$ cat config.mk
export PLATFORM = sky130hd
export DESIGN_NAME = parity_decoder_stream
export DESIGN_NICKNAME = d
export VERILOG_FILES = /design/src/rtl/parity_decoder_stream.sv
export SDC_FILE = /design/constraint.sdc
export NUM_CORES = 1
export LEC_CHECK = 0
export CAP_MARGIN = 10
export CORE_MARGIN = 2
export CORE_UTILIZATION = 67
export DETAILED_ROUTE_END_ITERATION = 10
export DONT_BUFFER_PORTS = 1
export PLACE_DENSITY = 0.91
export RECOVER_POWER = 50
export SLEW_MARGIN = 20
export SYNTH_ARGS = -nofsm -noshare
export SYNTH_HDL_FRONTEND = slang
export SYNTH_SLANG_ARGS = --single-unit
$ cat constraint.sdc
create_clock -name clk -period 5.15 [get_ports clk]
set_input_delay 0.2575 -clock clk [delete_from_list [all_inputs] [get_ports clk]]
set_output_delay 0.2575 -clock clk [all_outputs]
set_load 0.05 [all_outputs]
$ cat src/rtl/parity_decoder_stream.sv
// Parity checker on a valid/ready stream: checks even/odd parity of DATA_W+1 bits,
// forwards (or drops) words through a one-entry output register, and keeps error/word status.
module parity_decoder_stream #(
  parameter int DATA_W     = 8,
  parameter int PARITY_ODD = 0,
  parameter int DROP_BAD   = 1,
  parameter int CNT_W      = 16
) (
  input  logic              clk,
  input  logic              arst,
  input  logic              in_valid,
  output logic              in_ready,
  input  logic [DATA_W:0]   in_data,
  output logic              out_valid,
  input  logic              out_ready,
  output logic [DATA_W-1:0] out_data,
  output logic              out_err,
  output logic              err_sticky,
  output logic [CNT_W-1:0]  err_cnt,
  output logic [CNT_W-1:0]  word_cnt,
  input  logic              cnt_clr
);

  localparam logic [CNT_W-1:0] CNT_MAX = '1;
  localparam logic             ODD     = (PARITY_ODD != 0);
  localparam logic             DROP    = (DROP_BAD != 0);

  logic              out_valid_reg;
  logic [DATA_W-1:0] out_data_reg;
  logic              out_err_reg;
  logic              err_sticky_reg, err_sticky_next;
  logic [CNT_W-1:0]  err_cnt_reg, err_cnt_next;
  logic [CNT_W-1:0]  word_cnt_reg, word_cnt_next;
  logic [CNT_W-1:0]  err_base, word_base;

  logic acc;
  logic bad;
  logic load;

  // The output slot is free when empty or when its word leaves this cycle.
  assign in_ready = !out_valid_reg || out_ready;
  assign acc      = in_valid && in_ready;
  assign bad      = (^in_data) ^ ODD;
  assign load     = acc && (!bad || !DROP);

  // Clear takes effect first, so a word accepted alongside cnt_clr is still counted.
  always_comb begin
    err_base        = cnt_clr ? '0 : err_cnt_reg;
    word_base       = cnt_clr ? '0 : word_cnt_reg;
    err_cnt_next    = err_base;
    word_cnt_next   = word_base;
    err_sticky_next = (cnt_clr ? 1'b0 : err_sticky_reg) || (acc && bad);
    if (acc && (word_base != CNT_MAX)) begin
      word_cnt_next = word_base + CNT_W'(1);
    end
    if (acc && bad && (err_base != CNT_MAX)) begin
      err_cnt_next = err_base + CNT_W'(1);
    end
  end

  always_ff @(posedge clk) begin
    if (arst) begin
      out_valid_reg  <= 1'b0;
      out_data_reg   <= '0;
      out_err_reg    <= 1'b0;
      err_sticky_reg <= 1'b0;
      err_cnt_reg    <= '0;
      word_cnt_reg   <= '0;
    end else begin
      if (load) begin
        out_valid_reg <= 1'b1;
        out_data_reg  <= in_data[DATA_W-1:0];
        out_err_reg   <= bad;
      end else if (out_ready) begin
        out_valid_reg <= 1'b0;
      end
      err_sticky_reg <= err_sticky_next;
      err_cnt_reg    <= err_cnt_next;
      word_cnt_reg   <= word_cnt_next;
    end
  end

  assign out_valid  = out_valid_reg;
  assign out_data   = out_data_reg;
  assign out_err    = out_err_reg;
  assign err_sticky = err_sticky_reg;
  assign err_cnt    = err_cnt_reg;
  assign word_cnt   = word_cnt_reg;

endmodule
Yosys cells after proc, flatten, opt, wreduce, memory -nomap -nowiden --
Index checks and enable logic that the tools add are counted.
Storage, ports and cells: register bits after elaboration 43, latch bits 0, bits in writable memories 0, bits in read-only memories 0, input port bits 14, output and inout port bits 44, word-level logic and storage cells 28, memories kept 0
Operators by class: $add $sub $neg 2, multiply operators 0, div/mod/pow operators 0, $lt $le $gt $ge 0, equal/unequal tests 2, shift operators 0, mux-type cells 7, bitwise operators 0, reductions and logical operators 11
Operators with widths (count):
- $mux W16 | 4
- $add A16 B1 Y16 const B | 2
- $ne A16 B16 Y1 const B | 2
- $reduce_xor A9 Y1 | 1
- $logic_and A1 B1 Y1 | 5
- $mux W1 | 3
- $logic_not A1 Y1 | 2
- $logic_or A1 B1 Y1 | 2
- $reduce_bool A2 Y1 | 1

Logic depth before layout (Yosys ltp) --
depth after elaboration 6, depth in mapped cells 7, mapped depth without buffers 5

Worst setup path before layout --
OpenSTA, ideal clock, no wires.
path type register to register, start point register out_valid_reg (netlist: out_valid), end point register err_cnt_reg[7] (netlist: err_cnt[7]), library setup time 70 ps, arrival time 2354 ps, required time 5080 ps, setup slack 2725 ps, cell stages (with the launch flop) 8, path buffers 2, period minus slack after synthesis 2425 ps, cell sequence dfxtp_1 > nand2b_1 > clkbuf_1 > and2_1 > clkbuf_1 > nand3_1 > or4_1 > a21oi_1
On the way: cells in the longest elaborated chain, start to end 6
RTL lines:
- start, declared | RTL line 28 | logic out_valid_reg;
- start signal, assigned | RTL line 63 | out_valid_reg <= 1'b0;
- start signal, assigned | RTL line 71 | out_valid_reg <= 1'b1;
- start signal, assigned | RTL line 75 | out_valid_reg <= 1'b0;
- $logic_not A1 Y1 | RTL line 41 | assign in_ready = !out_valid_reg || out_ready;
- $logic_or A1 B1 Y1 | RTL line 41
- via in_ready | RTL line 12 | output logic in_ready,
- $logic_and A1 B1 Y1 | RTL line 42 | assign acc = in_valid && in_ready;
- $logic_and A1 B1 Y1 (2 in a row) | RTL line 56 | if (acc && bad && (err_base != CNT_MAX)) begin
- $mux W16 | RTL line 56
- end signal, assigned | RTL line 78 | err_cnt_reg <= err_cnt_next;
- end, declared | RTL line 32 | logic [CNT_W-1:0] err_cnt_reg, err_cnt_next;
The timed path passes the listed nets, and every way through them passes these cells. A chain may end at the register's enable or synchronous reset.

Worst setup path in the final report --
Same ends and word-level chain as after synthesis.

==> results.env <==
PLACED_CELLS_INCL_TAPS=293
FINAL_MIN_PERIOD_OVER_CLOCK_PERIOD=0.528
WORST-ENDPOINT-ARRIVAL_NS=3.02
NUM-FILL-CELLS=263
TIMING.FMAX_MHz=368
WORST-SETUP-PATH-TYPE='flip-flop to flip-flop'
CLOCK_TREE.HTREE_LEVEL_COUNT=2
ROOT_BUFFER='clkbuf_4'
PLACEABLECOREAREA_UM2=3100
STD_CELL_ROWS=20
LAYOUT.AREA.SEQ_UM2=861
GP_CONGESTION=0.880
TIMING.CRITICAL_PATH.FROM='out_valid$_SDFFE_PP0P_'
FLOORPLAN_DIE_AREA_UM2=3770
PORT_BUFFERS=0
CRITPATHREQUIREDTIME_NS=5.45
SYN-CELL-AREA_UM2=2200
MAXSLEWHEADROOM=0.278
TRITONCTS.NUM_BUFFERS=5
START_UTIL=0.710
DETAIL_ROUTE.ITER0.VIOLATIONS=181
FINAL_NETS=271
GRT_ANTENNA_BEFORE_REPAIR=0
MIN-DELAY-PATH-CLASS='primary input to flip-flop'
FINALWIRELENGTH_MM=5.08
GRT_SETUP_UNREPAIRED='false'
GRT_PASS1_VIAS=1738
MOST-COMMON-LAYOUT-CELLS='dfxtp_1, nand2_1, a21oi_1'
MAX-VDD-IR-DROP_mV=0.311
CTS_SETUP_BUFFERS=0
DETAIL-ROUTE-ANTENNA-NETS=0
WORST_R2R_STARTPOINT='out_valid$_SDFFE_PP0P_'
OUTCOME='finished clean'
FLOW.AREA_GROWTH_FROM_SYNTHESIS_PCT=4.94
FINALWORSTSETUPSLACK_NS=2.43
FINAL_PERIOD_MINUS_WORST_SETUP_SLACK_NS=2.72
TIGHTEST_SLEW_NS=1.08
LAYOUT.CELL_AREA.NON_FILLER_UM2=2310
SYNTH-MAIN-FF-CELL='dfxtp_1'
POWER_PER_CELL_AREA_nW_PER_UM2=338
TIMING.CLOCK.SKEW_NS=0.0154
WORSTSKEWPAIRLATENCY_NS=0.36
CRITPATHLAUNCHTYPE='flip-flop'
SYNTH_ENABLE_FLOP_CELLS=0
SYNTHESIS.INSTANCES=264
REPORT.FINAL.SLEW_VIOL_COUNT=0
YS_SEQ_ELEMENTS=43
YS_ASYNC_SR_FRACTION=0
YOSYS_WARNINGS=0
YS_TYPES=46
TIMING.MAX_CAP.VIOLATIONS=0
SYN-MEAN-INSTANCE-AREA_UM2=8.35
GRT_FIRST_PASS_WIRELENGTH_MM=7.94
DIE_H_UM=61.4
FINAL-SETUP-VIOL-COUNT=0
IO-PIN-COUNT=58
STDCELL_COUNT=302
PLACE.DETAILED.HPWL_MM=3.43
MULTI_INPUT_COMB_AREA_UM2=1250
POWER_uW=782
DRC=0
STATIC-LEAKAGE-POWER_nW=0.779
GRTUSAGETOTAL=0.284
FINAL-HOLD-VIOLATION-COUNT=0
CRITICAL_PATH.ENDPOINT_TYPE='flip-flop'
CTS_MAX_PATH_BUFFERS=2
WORST-PATH-MAX-FANOUT=18
DRT-VIAS-PER-INSTANCE=6.68
WIDTH_OF_THE_CHIP_UM=61.4
SYN_NETS=278
LARGEST_NET_DEGREE_AT_THE_START_OF_GLOBAL_ROUTING=29
HOLD_START='in_data[3]'
CTS.CLK_SLEW.WORST_PATHS_NS=0.13
FINAL_LAYOUT_SIZE_SUFFIX_GT1_FRAC=0.0388
SYNTH-SEQ-AREA-SHARE=0.390
PRE_CTS_WS_NS=2.47
LAYOUT_COMMONEST_CELL='dfxtp_1'
CTS.HOLD.BUFFERS_ADDED=1
AVGROUTEDWIREPERCELL_UM=16.8
ACCUMULATED_NEGATIVE_SETUP_SLACK_NS=0
NUMBER_OF_SINKS_ON_THE_CLOCK_NET=43
CTS_TREE='yes'
INSERTEDDIODECOUNT=0
VIAS=2017
GLOBAL_ROUTE_CONGESTION_OVERFLOW_TOTAL=0
DRT-PASS1-ITER-COUNT=4
CTS_RESIZED=0
PLACED_CELL_AREA_UM2=2200
==> final timing paths <==
| path | end | slack, ns | cells past startpoint |
|---|---|---|---|
| setup / recovery | err_cnt[7]$_SDFF_PP0_ | 2.43 | 5 |
| hold / removal | out_data[3]$_SDFFE_PP0P_ | 0.03 | 2 |
| setup reg to reg | err_cnt[7]$_SDFF_PP0_ | 2.43 | 5 |
| hold reg to reg | out_data[4]$_SDFFE_PP0P_ | 0.74 | 2 |
==> kinds of logic after synthesis <==
kind of cell    after synthesis  synth area share
simple gates                114             0.284
compound gates               65             0.194
flops                        43             0.390
buf+inv                      23            0.0414
xor+xnor                     12            0.0573
mux                           7            0.0324
==> cells in the mapped netlist, types with 3 or more instances <==
library cell,number,share of area
a21o_1,4,0.014
a21oi_1,20,0.045
and3_1,8,0.023
and4b_1,5,0.023
buf_2,4,0.0091
clkbuf_1,11,0.019
dfxtp_1,43,0.39
inv_1,7,0.012
mux2i_1,6,0.027
nand2_1,24,0.041
nand3_1,18,0.041
nand4_1,6,0.017
nand4b_1,3,0.012
nor2_1,14,0.024
nor2b_1,3,0.0085
nor3_1,9,0.020
nor3b_1,3,0.010
nor4_1,6,0.017
o21ai_0,12,0.027
o311ai_0,5,0.020
o31ai_1,3,0.010
o41ai_1,3,0.012
or3_1,6,0.017
or4_1,3,0.010
xnor2_1,9,0.036
==> worst max-delay path, cell delays in order (launching register included) <==
cell	delay [ns]
dfxtp_1	0.50
nand2b_1	0.62
and2_1	0.63
nand3_1	0.25
or4_1	0.51
a21oi_1	0.15
==> area by class of cell <==
cell class,count,area share
sequential,43,0.372
tap,44,0.0238
clock inverter,2,0.0260
inverter,7,0.0114
timing repair buffer,2,0.00757
clock buffer,6,0.0178
multi-input combinational,198,0.541
==> layer usage <==
metal  routed length, um  vias up  global-route usage  share of wire
met2                2360       96               0.457           0.46
met5                   0        -                   0              0
met1                2120      934               0.355           0.42
met3                 542        9               0.118           0.11
met4                  57        0              0.0729          0.011
li1                    -      978                   -              -
==> power by group <==
group | switching (mW) | internal, mW | leakage [nW]
registers | 0.0583 | 0.346 | 0.348
clock network | 0.113 | 0.152 | 0.0525
logic | 0.0787 | 0.0342 | 0.379
==> stage by stage <==
step,hold slack [ns],util
2_1_floorplan,0.405,-
3_3_place_gp,0.330,0.710
3_5_place_dp,0.331,0.710
4_1_cts,0.0177,0.746
5_1_grt,0.00798,0.746
6_report,0.0267,0.746
Note: power is estimated with default switching activity, not from simulation.
